--- config.mk ---
export PLATFORM = sky130hd
export DESIGN_NAME = program_sequencer_stack
export DESIGN_NICKNAME = d
export VERILOG_FILES = /design/src/rtl/program_sequencer_pkg.sv /design/src/rtl/program_sequencer_stack_return_stack.sv /design/src/rtl/program_sequencer_stack.sv
export SDC_FILE = /design/constraint.sdc
export NUM_CORES = 1
export LEC_CHECK = 0
export BUFFER_PORTS_ARGS = -buffer_cell sky130_fd_sc_hd__buf_2
export CAP_MARGIN = 20
export CORE_ASPECT_RATIO = 1.1
export CORE_MARGIN = 1.5
export CORE_UTILIZATION = 58
export DETAILED_ROUTE_END_ITERATION = 6
export PLACE_DENSITY = 0.82
export SYNTH_ARGS = -nofsm -noshare
export SYNTH_HDL_FRONTEND = slang
export SYNTH_SLANG_ARGS = --single-unit
--- constraint.sdc ---
create_clock -name clk -period 3 [get_ports clk]
set_input_delay 0.15 -clock clk [delete_from_list [all_inputs] [get_ports clk]]
set_output_delay 0.15 -clock clk [all_outputs]
set_load 0.02 [all_outputs]
--- src/rtl/program_sequencer_pkg.sv ---
// Shared defaults and the next-address source encoding for the program sequencer.
package program_sequencer_pkg;

    localparam int ADDR_W_DEF      = 8;
    localparam int PAGE_W_DEF      = 4;
    localparam int STACK_DEPTH_DEF = 4;

    typedef enum logic [2:0] {
        NXT_RESET,
        NXT_HOLD,
        NXT_JMP,
        NXT_CALL,
        NXT_RET,
        NXT_COND,
        NXT_INC,
        NXT_ERR_INC
    } nxt_sel_t;

endpackage

--- src/rtl/program_sequencer_stack_return_stack.sv ---
// Return-address LIFO: writes land on the edge after push, top/full/empty decode registered state.
// Contents survive reset; only the pointer is cleared. Push when full / pop when empty are ignored.
module return_stack #(
    parameter int W     = 8,
    parameter int DEPTH = 4,
    parameter int SP_W  = $clog2(DEPTH + 1)
) (
    input  logic            clk,
    input  logic            sync_reset,
    input  logic            push,
    input  logic            pop,
    input  logic [W-1:0]    din,
    output logic [W-1:0]    top,
    output logic            full,
    output logic            empty,
    output logic [SP_W-1:0] sp
);

    logic [W-1:0] mem [DEPTH];

    assign full  = (sp == SP_W'(DEPTH));
    assign empty = (sp == '0);

    always_ff @(posedge clk) begin
        if (sync_reset) begin
            sp <= '0;
        end else if (push && !full) begin
            sp <= sp + SP_W'(1);
        end else if (pop && !empty) begin
            sp <= sp - SP_W'(1);
        end
    end

    always_ff @(posedge clk) begin
        for (int i = 0; i < DEPTH; i++) begin
            if (!sync_reset && push && !full && sp == SP_W'(i)) begin
                mem[i] <= din;
            end
        end
    end

    // Entry below the pointer; reads as zero when nothing has been pushed.
    always_comb begin
        top = '0;
        for (int i = 0; i < DEPTH; i++) begin
            if (sp == SP_W'(i + 1)) begin
                top = mem[i];
            end
        end
    end

endmodule

--- src/rtl/program_sequencer_stack.sv ---
// Program sequencer: priority-selected next address (combinational pm_addr), registered pc,
// hardware return stack and a sticky overflow/underflow flag cleared only by reset.
module program_sequencer_stack
    import program_sequencer_pkg::*;
#(
    parameter int ADDR_W      = ADDR_W_DEF,
    parameter int PAGE_W      = PAGE_W_DEF,
    parameter int STACK_DEPTH = STACK_DEPTH_DEF
) (
    input  logic                     clk,
    input  logic                     sync_reset,
    input  logic                     hold,
    input  logic                     jmp,
    input  logic                     jmp_nz,
    input  logic                     dont_jmp,
    input  logic                     call,
    input  logic                     ret,
    input  logic [ADDR_W-PAGE_W-1:0] jmp_addr,
    output logic [ADDR_W-1:0]        pm_addr,
    output logic [ADDR_W-1:0]        pc,
    output logic [ADDR_W-1:0]        from_PS,
    output logic                     stack_full,
    output logic                     stack_empty,
    output logic                     stack_err
);

    localparam int SP_W = $clog2(STACK_DEPTH + 1);

    nxt_sel_t           nxt_sel;
    logic [ADDR_W-1:0]  pc_inc;
    logic [ADDR_W-1:0]  target;
    logic [SP_W-1:0]    sp;
    logic               full;
    logic               empty;
    logic               push;
    logic               pop;

    assign pc_inc = pc + ADDR_W'(1);
    assign target = {jmp_addr, {PAGE_W{1'b0}}};

    // Lower-priority requests in the same cycle are dropped entirely.
    always_comb begin
        nxt_sel = NXT_INC;
        if (sync_reset) begin
            nxt_sel = NXT_RESET;
        end else if (hold) begin
            nxt_sel = NXT_HOLD;
        end else if (jmp) begin
            nxt_sel = NXT_JMP;
        end else if (call) begin
            nxt_sel = full ? NXT_ERR_INC : NXT_CALL;
        end else if (ret) begin
            nxt_sel = empty ? NXT_ERR_INC : NXT_RET;
        end else if (jmp_nz && !dont_jmp) begin
            nxt_sel = NXT_COND;
        end
    end

    always_comb begin
        pm_addr = pc_inc;
        unique case (nxt_sel)
            NXT_RESET: pm_addr = '0;
            NXT_HOLD:  pm_addr = pc;
            NXT_JMP,
            NXT_CALL,
            NXT_COND:  pm_addr = target;
            NXT_RET:   pm_addr = from_PS;
            default:   pm_addr = pc_inc;
        endcase
    end

    assign push = (nxt_sel == NXT_CALL);
    assign pop  = (nxt_sel == NXT_RET);

    always_ff @(posedge clk) begin
        pc <= pm_addr;
        if (sync_reset) begin
            stack_err <= 1'b0;
        end else if (nxt_sel == NXT_ERR_INC) begin
            stack_err <= 1'b1;
        end
    end

    return_stack #(
        .W     (ADDR_W),
        .DEPTH (STACK_DEPTH),
        .SP_W  (SP_W)
    ) u_stack (
        .clk        (clk),
        .sync_reset (sync_reset),
        .push       (push),
        .pop        (pop),
        .din        (pc_inc),
        .top        (from_PS),
        .full       (full),
        .empty      (empty),
        .sp         (sp)
    );

    assign stack_full  = full;
    assign stack_empty = (sp == '0);

endmodule

# [After elaboration in Yosys (flattened, before gate mapping)]
# Memories as Yosys holds them, arrays and structs flattened.
# Cells that the tools add are included.
[op_classes] n_addsub=3 eq_ne=10 n_mux=32 n_reduce_logical=20
[op_table] operator="2-to-1 mux 8 bit" count=7
[op_table] operator="one-hot mux 8 bit (4 select lines)" count=1
[op_table] operator="OR reduction 8 bit" count=3
[op_table] operator="2-to-1 mux 3 bit" count=7
[op_table] operator="equality test 3 x 2 -> 1 bit (second input constant)" count=4
[op_table] operator="equality test 3 bit (second input constant)" count=4
[op_table] operator="2-to-1 mux 2 bit" count=6
[op_table] operator="2-to-1 mux 1 bit" count=11
[op_table] operator="logical AND 1 bit" count=9
[op_table] operator="adder 8 x 1 -> 8 bit (second input constant)" count=1
[op_table] operator="equality test 3 x 1 -> 1 bit (second input constant)" count=2
[op_table] operator="zero test 3 bit" count=2
[op_table] operator="zero test 1 bit" count=4
[op_table] operator="adder 3 x 1 -> 3 bit (second input constant)" count=1
[op_table] operator="OR reduction 3 bit" count=1
[op_table] operator="subtractor 3 x 1 -> 3 bit (second input constant)" count=1
[op_table] operator="nonzero test 2 bit" count=1
[word_totals] regBits=12 ramBits=32 output_inout_bits=27 mem_count=1
[mem_list] memory="u_stack.mem" depth=4 word_bits=8 rd=4 rd_ports_with_merged_regs=0 write_ports=1 line_no="program_sequencer_stack_return_stack.sv:19" text="logic [W-1:0] mem [DEPTH];"

# [Depth between registers and ports, before layout]
# Gate-level depths: netlist (run 1).
[depth] depth_word=18 mapped_depth=9 depth_no_buf=8

# [Modules after synthesis]
# A second synthesis (run 1) with hierarchy kept.
[hier_totals] hier_cells=189 hier_area_um2=2224.6
[modules_own_cells] mod="return_stack" n_inst=1 cells_each=116 area_each_um2=1569.0 seq_area_each_um2=1021.0
[modules_own_cells] mod="program_sequencer_stack" n_inst=1 cells_each=73 area_each_um2=655.6 seq_area_each_um2=180.2

# [Least setup slack after synthesis (run 1)]
# No wires, ideal clock.
[synth_path] path_kind="register to output" start="register u_stack.sp[2]" end="output port pm_addr[4]" t_arrival_ns=2.101 t_required_ns=2.850 slack_ns=0.749 path_stages_with_launch=9 cell_sequence="dfxtp_1 buf_6 inv_1 ha_1 nor4b_4 a221oi_1 a21oi_1 a21oi_1 a22oi_2"
[synth_between] elab_cells_between_ends=24
[synth_rtl] item="start, declared" line_no="program_sequencer_stack_return_stack.sv:16" text="output logic [SP_W-1:0] sp"
[synth_rtl] item="start signal, assigned" line_no="program_sequencer_stack_return_stack.sv:28" text="sp <= sp + SP_W'(1);"
[synth_rtl] item="start signal, assigned" line_no="program_sequencer_stack_return_stack.sv:30" text="sp <= sp - SP_W'(1);"
[synth_rtl] item="equality test 3 x 1 -> 1 bit" line_no="program_sequencer_stack_return_stack.sv:46" text="if (sp == SP_W'(i + 1)) begin"
[synth_rtl] item="2-to-1 mux 8 bit (3 in a row)" line_no="program_sequencer_stack_return_stack.sv:46"
[synth_rtl] item="2-to-1 mux 8 bit *" line_no="program_sequencer_stack_return_stack.sv:46"
[synth_rtl] item="via from_PS[4]" line_no="program_sequencer_stack.sv:21" text="output logic [ADDR_W-1:0] from_PS,"
[synth_rtl] item="one-hot mux 8 bit (4 select lines) *" line_no="program_sequencer_stack.sv:61" text="unique case (nxt_sel)"
[synth_rtl] item="end, declared" line_no="program_sequencer_stack.sv:19" text="output logic [ADDR_W-1:0] pm_addr,"
# Mark *: on every way through the listed nets, which the timed path passes. The rest lies on a longest branch.

# [Worst setup path in the final report (run 1)]
[layout_path] start="register u_stack.sp[1]" end="output port pm_addr[0]"
[layout_between] elab_chain_len=10 elab_cells_between_ends=24
[layout_rtl] item="zero test 3 bit" line_no="program_sequencer_stack_return_stack.sv:22" text="assign empty = (sp == '0);"
[layout_rtl] item="2-to-1 mux 2 bit" line_no="program_sequencer_stack.sv:53" text="nxt_sel = empty ? NXT_ERR_INC : NXT_RET;"
[layout_rtl] item="2-to-1 mux 2 bit" line_no="program_sequencer_stack.sv:52" text="end else if (ret) begin"
[layout_rtl] item="2-to-1 mux 3 bit" line_no="program_sequencer_stack.sv:50" text="end else if (call) begin"
[layout_rtl] item="2-to-1 mux 3 bit" line_no="program_sequencer_stack.sv:48" text="end else if (jmp) begin"
[layout_rtl] item="2-to-1 mux 3 bit" line_no="program_sequencer_stack.sv:46" text="end else if (hold) begin"
[layout_rtl] item="2-to-1 mux 3 bit" line_no="program_sequencer_stack.sv:44" text="if (sync_reset) begin"
[layout_rtl] item="equality test 3 x 2 -> 1 bit or equality test 3 bit (tied branches)" line_no="program_sequencer_stack.sv:61"
[layout_rtl] item="OR reduction 3 bit" line_no="program_sequencer_stack.sv:61"
[layout_rtl] item="one-hot mux 8 bit (4 select lines) *" line_no="program_sequencer_stack.sv:61"
# Every way passes the cells marked *; elsewhere a longest branch is shown, timed or not.

==> qor.csv, run 1 <==
metric,value,unit
outcome,"complete, no violations",
Synth area leader,edfxtp_1,
Yosys reg bits,44,
Switch Pwr,288.3,uW
Final ANT Viol Nets,0,
worst hold path stage count,2,
unrepaired setup endpoints after global routing,false,
synth top area cells,"edfxtp_1, dfxtp_1, ha_1",
peak supply drop,0.3081,mV
Tmin final,2.675,ns
cells along the critical path,"ha_1, ha_1, nor2b_1, a221o_1, a221oi_2, a21oi_1, buf_2",
first-pass GRT wire length,7652,um
post-synth top area share,43.32,%
share of layout cells above drive strength 1,25.86,%
Worst Path Required,2.85,ns
Mapped Nets,211,
Vias,1643,
Max Cap Violations,0,
combinational share of power,11.0,%
most frequent cells in the layout,"buf_2, edfxtp_1, a21oi_1, nand2_1, inv_1",
synthesis-to-layout area growth,13.76,%
Final Max Slew Viols,0,
hold_ws,0.1655,ns
GRT Residual Overflow,0,
"Hold Vio Cnt, Final",0,
drc violations,0,
total negative slack,0,ns
clock skew,0.003107,ns
Post CTS Setup Buffer Count,0,
CTS root buf,clkbuf_8,
Worst setup SP type,flip-flop,
Die Area,0.004205,sq mm
Worst-Margin Slew,0.8551,ns
wire per inst,17.16,um
clk slew on worst S/H paths,0.08,ns
num rows,23,
Initial DRC Count,80,
Slew Limit Headroom,42.78,%
"Slowest-stage cell, CP",ha_1,
post-CTS resize count,0,
"EDFF count, synth",32,
async set-reset flop share out of synthesis,0,%
worst r2r dst,u_stack.mem[0][6],
sequential-to-total area share from yosys stat,54.15,%
Sequential Power Share,53.7,%
hpwl dp,3529,um
vias in the first global route,1594,
cts hold-fix bufs,0,
Worst R2R Setup Slack,0.76,ns
total wire length,4840,um
"most common cell after layout, fill and taps aside",buf_2,
Synth Warn #,0,
H-Tree Depth,2,
CTS max path bufs,2,
Avg Vias per Cell,5.826,
initial antenna violation count,0,
final setup fails,0,
"Arr. time, crit path",2.53,ns
antenna cell count,0,
Final #Nets,250,
Synth cell types,38,
Slowest Stage Delay on Critical Path,0.58,ns
FMAX,373.8,MHz
design area,0.002524,sq mm
Hold Path End,stack_err,
clk sinks,44,
reg-to-reg critical path startpoint,u_stack.sp[0],
initial core utilization,60.70,%
port buffer count,38,
CP Max Fanout,16,
Mapped Area,0.002218,sq mm
CTS tree,built,
TritonCTS Buffers,5,
Int Pwr,957.5,uW
crit path kind,flip-flop to output port,
"Cell Area, Placed",0.002416,sq mm
final worst path period share,89.17,%
Power Density,493.7,mW/mm^2
core box area,0.003655,sq mm
min-delay src,sync_reset,
P_leak,0.001005,uW
Hold Crit Class,input port to flip-flop,
Sw Ratio,23.14,%
Crit path max-delay family,adder cells,
FF-to-FF path depth,5,
Most used DFF post-synth,edfxtp_1,
I/O Pins,39,
GRT Overall Usage,25.53,%
final RePlAce weighted congestion,0.8095,
Die Y,67.87,um
Synth Area per Inst,11.55,sq um
pin count of the biggest net entering global routing,17,
Skew-Pair Late Insertion Delay,0.29,ns
TritonRoute pass-1 iters,5,
Die Width,61.97,um
Buf/Inv on CP,1,
Filler Cell Count,277,
element type at the critical path end,output port,
Clk pwr share,35.3,%
"most used cell, CP",ha_1,
Gate Count Post-Synth,192,
synthesized netlist by cell type, drive strengths merged, types with 2 or more instances:
cell type,number
edfxtp,32
a21oi,20
inv,16
nand2,15
nor2,13
dfxtp,12
a221oi,9
buf,7
ha,7
nand3b,7
nor2b,7
a22oi,6
a221o,5
and3,5
nand3,5
xnor2,5
a21o,4
nand2b,3
xor2,3
o21ai,2
area by class of cell:
class / count / area (sq um) / share of cell area (%)
clock buffer: 6 / 72.57 / 2.876
clock inverter: 2 / 35.03 / 1.388
tap: 50 / 62.56 / 2.479
multi-input combinational: 125 / 894.6 / 35.45
sequential: 44 / 1201 / 47.60
inverter: 16 / 60.06 / 2.380
timing repair buffer: 39 / 197.7 / 7.833
stage by stage:
step | instances | power [uW] | util [%] | setup slack (ns)
4_1_cts | 282 | 1245 | 69.05 | 0.3650
5_1_grt | 282 | 1283 | 69.05 | 0.1448
2_1_floorplan | 192 | 777.4 | - | 0.7490
6_report | 282 | 1246 | 69.05 | 0.3250
3_5_place_dp | 274 | 818.8 | 66.11 | 0.6957
3_3_place_gp | 274 | 816.5 | 66.11 | 0.7158
layer usage:
metal  vias up  GRT usage (%)  wire [um]
met5         -              0          0
met4         0          8.511         17
met3         2          5.860        445
met2        97          40.36       2365
met1       760          34.50       2012
li1        784              -          -
registers in the layout (all words and copies together) (netlist names):
register / cells
pc: 8
stack_err: 1
u_stack.mem: 32
u_stack.sp: 3
logic make-up (layout without fill, tap and decap cells):
logic type	Yosys count	after routing	share of synthesized area, %
fa+ha+maj	7	7	3.948
compound gates	50	50	17.37
flops	44	44	54.15
buf+inv	23	63	5.527
xor+xnor	8	8	3.159
simple gates	60	60	15.85
worst reg2reg max path, cell delays in order, from the launching register on:
cell	delay, ns
dfxtp_1	0.36
inv_1	0.12
ha_1	0.31
nand2_2	0.21
nand3_1	0.18
nor2_1	0.69
worst max path at each step:
stage	startpoint	endpoint	cells after the start
finish	u_stack.sp[1]	pm_addr[0]	7
global route	u_stack.sp[1]	pm_addr[0]	8
CTS	u_stack.sp[1]	pm_addr[0]	7
detailed placement	u_stack.sp[1]	pm_addr[0]	7
global placement	u_stack.sp[0]	pm_addr[4]	8
floorplan	u_stack.sp[2]	pm_addr[4]	8
power groups by stage:
stage,combinational [uW],clock [uW],sequential [uW]
2_1_floorplan,88.9,0,688
3_3_place_gp,134,0,683
3_5_place_dp,136,0,683
4_1_cts,136,439,669
5_1_grt,147,465,670
6_report,137,440,669
Power figures use the tool's default switching activity.
==> inputs of run 2 (changes only) <==
Settings changed: SYNTH_HIERARCHICAL set to 1.
==> run 2 against run 1 <==
Against the previous run: first-iteration DRC count up 48%; clock skew up 0.0033 ns; clock power up 5.9%; critical endpoint is now pm_addr[7]; largest power group unchanged.
==> qor.csv, run 2 <==
metric,value,unit,change
CP Max Fanout,8,,-8
GRT Residual Overflow,0,,unchanged
mux cell area share after synthesis,2.250,%,+2.2 points
Clk pwr share,36.9,%,+1.6 points
H-Tree Depth,2,,unchanged
clk slew on worst S/H paths,0.09,ns,about the same
design area,0.002604,sq mm,+3.2%
pin count of the biggest net entering global routing,19,,+2
Sw Ratio,24.48,%,+1.3 points
Mapped Area,0.002225,sq mm,+0.28%
Synth Area per Inst,11.77,sq um,+1.9%
first-pass GRT wire length,7051,um,-7.9%
async set-reset flop share out of synthesis,0,%,unchanged
hpwl dp,3516,um,-0.37%
TritonCTS Buffers,5,,unchanged
initial antenna violation count,0,,unchanged
FF-to-FF path depth,8,,+3
P_leak,0.001100,uW,+9.4%
Final Max Slew Viols,0,,unchanged
Worst Path Required,2.85,ns,about the same
most frequent cells in the layout,"buf_2, edfxtp_1, nor2_1, inv_1, dfxtp_1",,
Die Area,0.004217,sq mm,+0.27%
GRT Overall Usage,23.67,%,-1.9 points
Slew Limit Headroom,56.44,%,+14 points
Filler Cell Count,293,,+5.8%
FMAX,354.5,MHz,-5.2%
drc violations,0,,unchanged
max reg flops,32,,unchanged
Worst setup SP type,flip-flop,,
clk sinks,44,,unchanged
Int Pwr,955.3,uW,-0.24%
combinational share of power,10.4,%,-0.6 points
"Hold Vio Cnt, Final",0,,unchanged
crit path kind,flip-flop to output port,,
Avg Vias per Cell,5.754,,-1.2%
Synth cell types,45,,+18%
CTS root buf,clkbuf_8,,
largest family of logic cells by synthesized area,compound AO/OA/AOI/OAI gates,,
"EDFF count, synth",32,,unchanged
crit path to,pm_addr[7],,
Sequential Power Share,52.7,%,-1.0 points
CTS max path bufs,2,,unchanged
port buffer count,38,,unchanged
core box area,0.003655,sq mm,unchanged
Synth area leader,edfxtp_1,,
Die Y,67.96,um,+0.13%
I/O Pins,39,,unchanged
final worst path period share,94.03,%,+4.9 points
reg-to-reg critical path startpoint,u_stack/sp[1],,
num rows,23,,unchanged
synth top area cells,"edfxtp_1, dfxtp_1, ha_1",,
Die Width,62.05,um,+0.14%
Skew-Pair Late Insertion Delay,0.30,ns,about the same
clock skew,0.006451,ns,+0.003344 ns
outcome,"complete, no violations",,
element type at the critical path end,output port,,
Final ANT Viol Nets,0,,unchanged
wire per inst,16.73,um,-2.5%
total negative slack,0,ns,unchanged
Power Density,485.8,mW/mm^2,-1.6%
vias in the first global route,1522,,-4.5%
Biggest register,u_stack/mem,,
"most common cell after layout, fill and taps aside",buf_2,,
final setup fails,0,,unchanged
Worst R2R Setup Slack,0.46,ns,-0.30 ns
Overall Power,1265,uW,+1.5%
initial core utilization,60.87,%,+0.17 points
post-synth top area share,43.19,%,-0.12 points
Synth Area in Compound Gates,17.10,%,-0.27 points
Post-Synth Simple-Gate Area,16.42,%,+0.57 points
share of layout cells above drive strength 1,27.66,%,+1.8 points
biggest regs,"u_stack/mem (32), pc (8), u_stack/sp (3)",,
Mapped Nets,208,,-1.4%
peak supply drop,0.4380,mV,+42%
hold_ws,0.1265,ns,-0.03908 ns
Initial DRC Count,118,,+48%
total wire length,4768,um,-1.5%
antenna cell count,0,,unchanged
CTS tree,built,,
final RePlAce weighted congestion,0.7791,,-3.8%
"Cell Area, Placed",0.002472,sq mm,+2.3%
cts hold-fix bufs,0,,unchanged
Final #Nets,253,,+1.2%
Most used DFF post-synth,edfxtp_1,,
Vias,1640,,-0.18%
Synth Area in Adders,3.937,%,-0.011 points
Synth Warn #,6,,+6
Worst-Margin Slew,0.6484,ns,-0.2068 ns
Gate Count Post-Synth,189,,-1.6%
Tmin final,2.821,ns,+0.1459 ns
sequential-to-total area share from yosys stat,53.99,%,-0.15 points
TritonRoute pass-1 iters,4,,-1
synthesis-to-layout area growth,17.04,%,
most frequent cell after synthesis,edfxtp_1,,
Hold Crit Class,input port to flip-flop,,
top post-synthesis cells by count,"edfxtp_1, nor2_1, dfxtp_1, inv_1",,
crit path from,u_stack/sp[1],,
Synth Area in XOR/XNOR,2.362,%,-0.80 points
Max Cap Violations,0,,unchanged
Yosys reg bits,44,,unchanged
worst r2r dst,u_stack/mem[3][2],,
"Arr. time, crit path",2.67,ns,+0.14 ns
Switch Pwr,309.7,uW,+7.4%
unrepaired setup endpoints after global routing,false,,
run 2: cell count changes after synthesis, moves of 5 or more:
cell / before / now
a21oi_1: 17 / 11
nand3b_1: 7 / 1
a221o_1: 5 / 0
mux2i_1: 0 / 5
a22oi_1: 3 / 11
a22o_1: 1 / 8
nand2_1: 14 / 6
run 2: area by class of cell:
| cell class | count | area, sq um | area share (%) |
|---|---|---|---|
| Timing Repair Buffer | 43 | 227.7 | 8.746 |
| Multi-Input combinational cell | 128 | 950.9 | 36.52 |
| Inverter | 12 | 45.04 | 1.730 |
| Clock inverter | 3 | 47.55 | 1.826 |
| Sequential cell | 44 | 1201 | 46.13 |
| Clock buffer | 5 | 68.82 | 2.643 |
| Tap cell | 50 | 62.56 | 2.403 |
run 2: metrics by stage:
stage,cells,util [%],setup slack [ns]
floorplan,189,-,0.003319
global placement,277,67.65,0.5785
detailed placement,277,67.65,0.4980
CTS,285,70.83,0.1735
global route,285,71.24,0.001667
finish,285,71.24,0.1791
run 2: layer usage:
| metal | global-route usage, % | vias to the layer above | part of all wire, % |
|---|---|---|---|
| li1 | - | 795 | - |
| met1 | 28.92 | 784 | 39 |
| met5 | 0 | - | 0 |
| met2 | 41.28 | 54 | 55 |
| met3 | 4.537 | 7 | 4.9 |
| met4 | 7.713 | 0 | 1.1 |
run 2: worst min-delay path by stage:
stage,from,end,cells after the start
5_1_grt,sync_reset,u_stack/sp[0],2
3_5_place_dp,sync_reset,u_stack/sp[0],2
3_3_place_gp,sync_reset,u_stack/sp[0],2
4_1_cts,sync_reset,u_stack/sp[0],2
6_report,sync_reset,u_stack/sp[0],2
2_1_floorplan,sync_reset,stack_err,1
run 2: power by group through the flow:
stage / Sequential [uW] / Clock [uW] / Combinational (uW)
3_3_place_gp: 680 / 0 / 127
4_1_cts: 667 / 467 / 131
6_report: 667 / 466 / 132
5_1_grt: 668 / 491 / 143
2_1_floorplan: 684 / 0 / 80.7
3_5_place_dp: 680 / 0 / 130
run 2: worst max-delay path, stage by stage (launching register included):
cell	delay, ns
dfxtp_1	0.39
inv_1	0.13
ha_1	0.30
nand2b_4	0.09
inv_1	0.21
nor2b_1	0.09
o31ai_2	0.40
nand2_1	0.27
mux2i_1	0.28
buf_2	0.21
run 2: cells by family after synthesis:
kind of cell    Yosys count
mux                       5
buf+inv                  17
xor+xnor                  6
flops                    44
compound gates           49
fa+ha+maj                 7
simple gates             61
run 2: repair_timing:
item / CTS / global route
endpoints found under the hold margin: 0 / 0
endpoints found under the setup margin: 0 / 3
resized for setup: 0 / 3
buffers inserted: 0 / 0
==> inputs of run 3 (changes only) <==
Settings changed: CORE_UTILIZATION 58 to 43, PLACE_DENSITY 0.82 to not set, SYNTH_HIERARCHICAL 1 to not set.
==> run 3 against run 2 <==
Against the previous run: worst hold slack gained 0.040 ns; first-iteration DRC count shrank 4.2%; maximum frequency grew 6.0%; flip-flop and latch count is the same; final cell count grew 2.1%; critical endpoint is now pm_addr[4]; critical path type unchanged; clock power is essentially flat; sequential share of layout area grew 1.0 points; setup slack gained 0.16 ns; cell area shrank 2.1%; global-route usage shrank 5.0 points; utilization shrank 20 points; register-to-register slack gained 0.44 ns.
==> qor.csv, run 3 (synthesis gave the netlist of run 1 again) <==
metric,value,unit,change
Hold Crit Class,input port to flip-flop,,
crit path from,u_stack.sp[0],,
wire per inst,16.76,um,+0.18%
Sequential Power Share,52.5,%,-0.2 points
routing usage on met1,24.94,%,-4.0 points
Tmin final,2.660,ns,-0.1608 ns
GRT Residual Overflow,0,,unchanged
crit path to,pm_addr[4],,
Worst R2R Setup Slack,0.90,ns,+0.44 ns
Clk pwr share,36.6,%,-0.3 points
clk sinks,44,,unchanged
Worst setup SP type,flip-flop,,
core box area,0.005000,sq mm,+37%
hpwl dp,3721,um,+5.8%
Worst Path Required,2.85,ns,about the same
TritonCTS Buffers,5,,unchanged
CP Max Fanout,16,,+8
drc violations,0,,unchanged
first-pass GRT wire length,7941,um,+13%
final setup fails,0,,unchanged
GR Util met2,30.75,%,-11 points
peak supply drop,0.2929,mV,-33%
Sw Ratio,24.47,%,about the same
Slew Limit Headroom,56.76,%,+0.31 points
FMAX,375.9,MHz,+6.0%
worst r2r dst,pc[4],,
initial antenna violation count,0,,unchanged
Biggest register,u_stack.mem,,
CTS tree,built,,
cts hold-fix bufs,0,,unchanged
final RePlAce weighted congestion,0.7637,,-2.0%
Avg Vias per Cell,5.364,,-6.8%
Vias,1561,,-4.8%
I/O Pins,39,,unchanged
share of layout cells above drive strength 1,26.61,%,-1.1 points
Post CTS Setup Buffer Count,0,,unchanged
CTS max path bufs,2,,unchanged
FF-to-FF path depth,7,,-1
num rows,27,,+17%
biggest regs,"u_stack.mem (32), pc (8), u_stack.sp (3)",,
Worst-Margin Slew,0.6486,ns,+0.0002659 ns
met3 track demand over resource,3.594,%,-0.94 points
total negative slack,0,ns,unchanged
"Arr. time, crit path",2.51,ns,-0.16 ns
Int Pwr,962.0,uW,+0.70%
element type at the critical path end,output port,,
outcome,"complete, no violations",,
Overall Power,1274,uW,+0.68%
crit path kind,flip-flop to output port,,
synthesis-to-layout area growth,14.89,%,
"Hold Vio Cnt, Final",0,,unchanged
Final Max Slew Viols,0,,unchanged
final worst path period share,88.67,%,-5.4 points
unrepaired setup endpoints after global routing,false,,
TritonRoute pass-1 iters,6,,+2
vias in the first global route,1521,,-0.066%
total wire length,4877,um,+2.3%
Max Cap Violations,0,,unchanged
Die Width,71.49,um,+15%
Final ANT Viol Nets,0,,unchanged
"most common cell after layout, fill and taps aside",buf_2,,
most frequent cells in the layout,"buf_2, edfxtp_1, a21oi_1, nand2_1, inv_1",,
Die Y,78.33,um,+15%
CTS root buf,clkbuf_8,,
P_leak,0.001010,uW,-8.2%
Power Density,499.7,mW/mm^2,+2.9%
Switch Pwr,311.6,uW,+0.62%
initial core utilization,44.37,%,-17 points
max reg flops,32,,unchanged
Initial DRC Count,113,,-4.2%
GRT Overall Usage,18.71,%,-5.0 points
clk slew on worst S/H paths,0.08,ns,about the same
reg-to-reg critical path startpoint,u_stack.sp[0],,
pin count of the biggest net entering global routing,17,,-2
combinational share of power,10.8,%,+0.4 points
post-CTS resize count,0,,unchanged
post-layout util,50.98,%,-20 points
port buffer count,38,,unchanged
Skew-Pair Late Insertion Delay,0.30,ns,about the same
H-Tree Depth,2,,unchanged
antenna cell count,0,,unchanged
Final #Nets,251,,-0.79%
Die Area,0.005599,sq mm,+33%
busiest grt layer,met2,,
clock skew,0.003755,ns,-0.002696 ns
-- run 3: power groups by stage --
| stage | clock (uW) | combinational [uW] | sequential, uW |
|---|---|---|---|
| after global routing | 496 | 151 | 670 |
| after global placement | 0 | 138 | 683 |
| after CTS | 476 | 139 | 669 |
| after floorplan | 0 | 88.9 | 688 |
| after detailed placement | 0 | 138 | 683 |
| final | 467 | 138 | 669 |
-- run 3: critical path: stages, from the launching register on --
cell	delay (ns)
dfxtp_1	0.33
ha_1	0.20
ha_1	0.40
nor4b_4	0.37
a221oi_1	0.12
a21oi_1	0.28
a21oi_1	0.12
a22oi_2	0.19
buf_2	0.19
-- run 3: per-layer routing --
metal / share of wire, % / up-vias
met5: 0 / -
met2: 47 / 37
li1: - / 785
met3: 3.7 / 6
met1: 48 / 733
met4: 1.3 / 0
-- run 3: worst min path at each step --
stage | startpoint | end | slack [ns] | cells after the start
2_1_floorplan | call | u_stack.sp[2] | 0.34 | 2
3_3_place_gp | stack_err | stack_err | 0.46 | 2
3_5_place_dp | stack_err | stack_err | 0.47 | 2
4_1_cts | sync_reset | u_stack.sp[0] | 0.16 | 2
5_1_grt | sync_reset | u_stack.sp[0] | 0.19 | 2
6_report | sync_reset | u_stack.sp[1] | 0.17 | 2
-- run 3: area by class of cell --
cell class / instances / area, sq um
clock buffers: 5 / 68.82
flip-flops and latches: 44 / 1201
inverters: 16 / 60.06
multi-input cells: 125 / 894.6
clock inverters: 3 / 46.29
fillers: 457 / 2451
well taps: 58 / 72.57
repair buffers: 40 / 205.2
-- run 3: metrics by stage --
stage                     std cells  area [sq um]  setup WS, ns  hold slack (ns)
after CTS                       291          2549        0.3192           0.1626
final                           291          2549        0.3399           0.1662
after floorplan                 192          2218        0.7490           0.3392
after global placement          283          2434        0.6612           0.4579
after global routing            291          2549        0.1614           0.1869
after detailed placement        283          2434        0.6583           0.4719
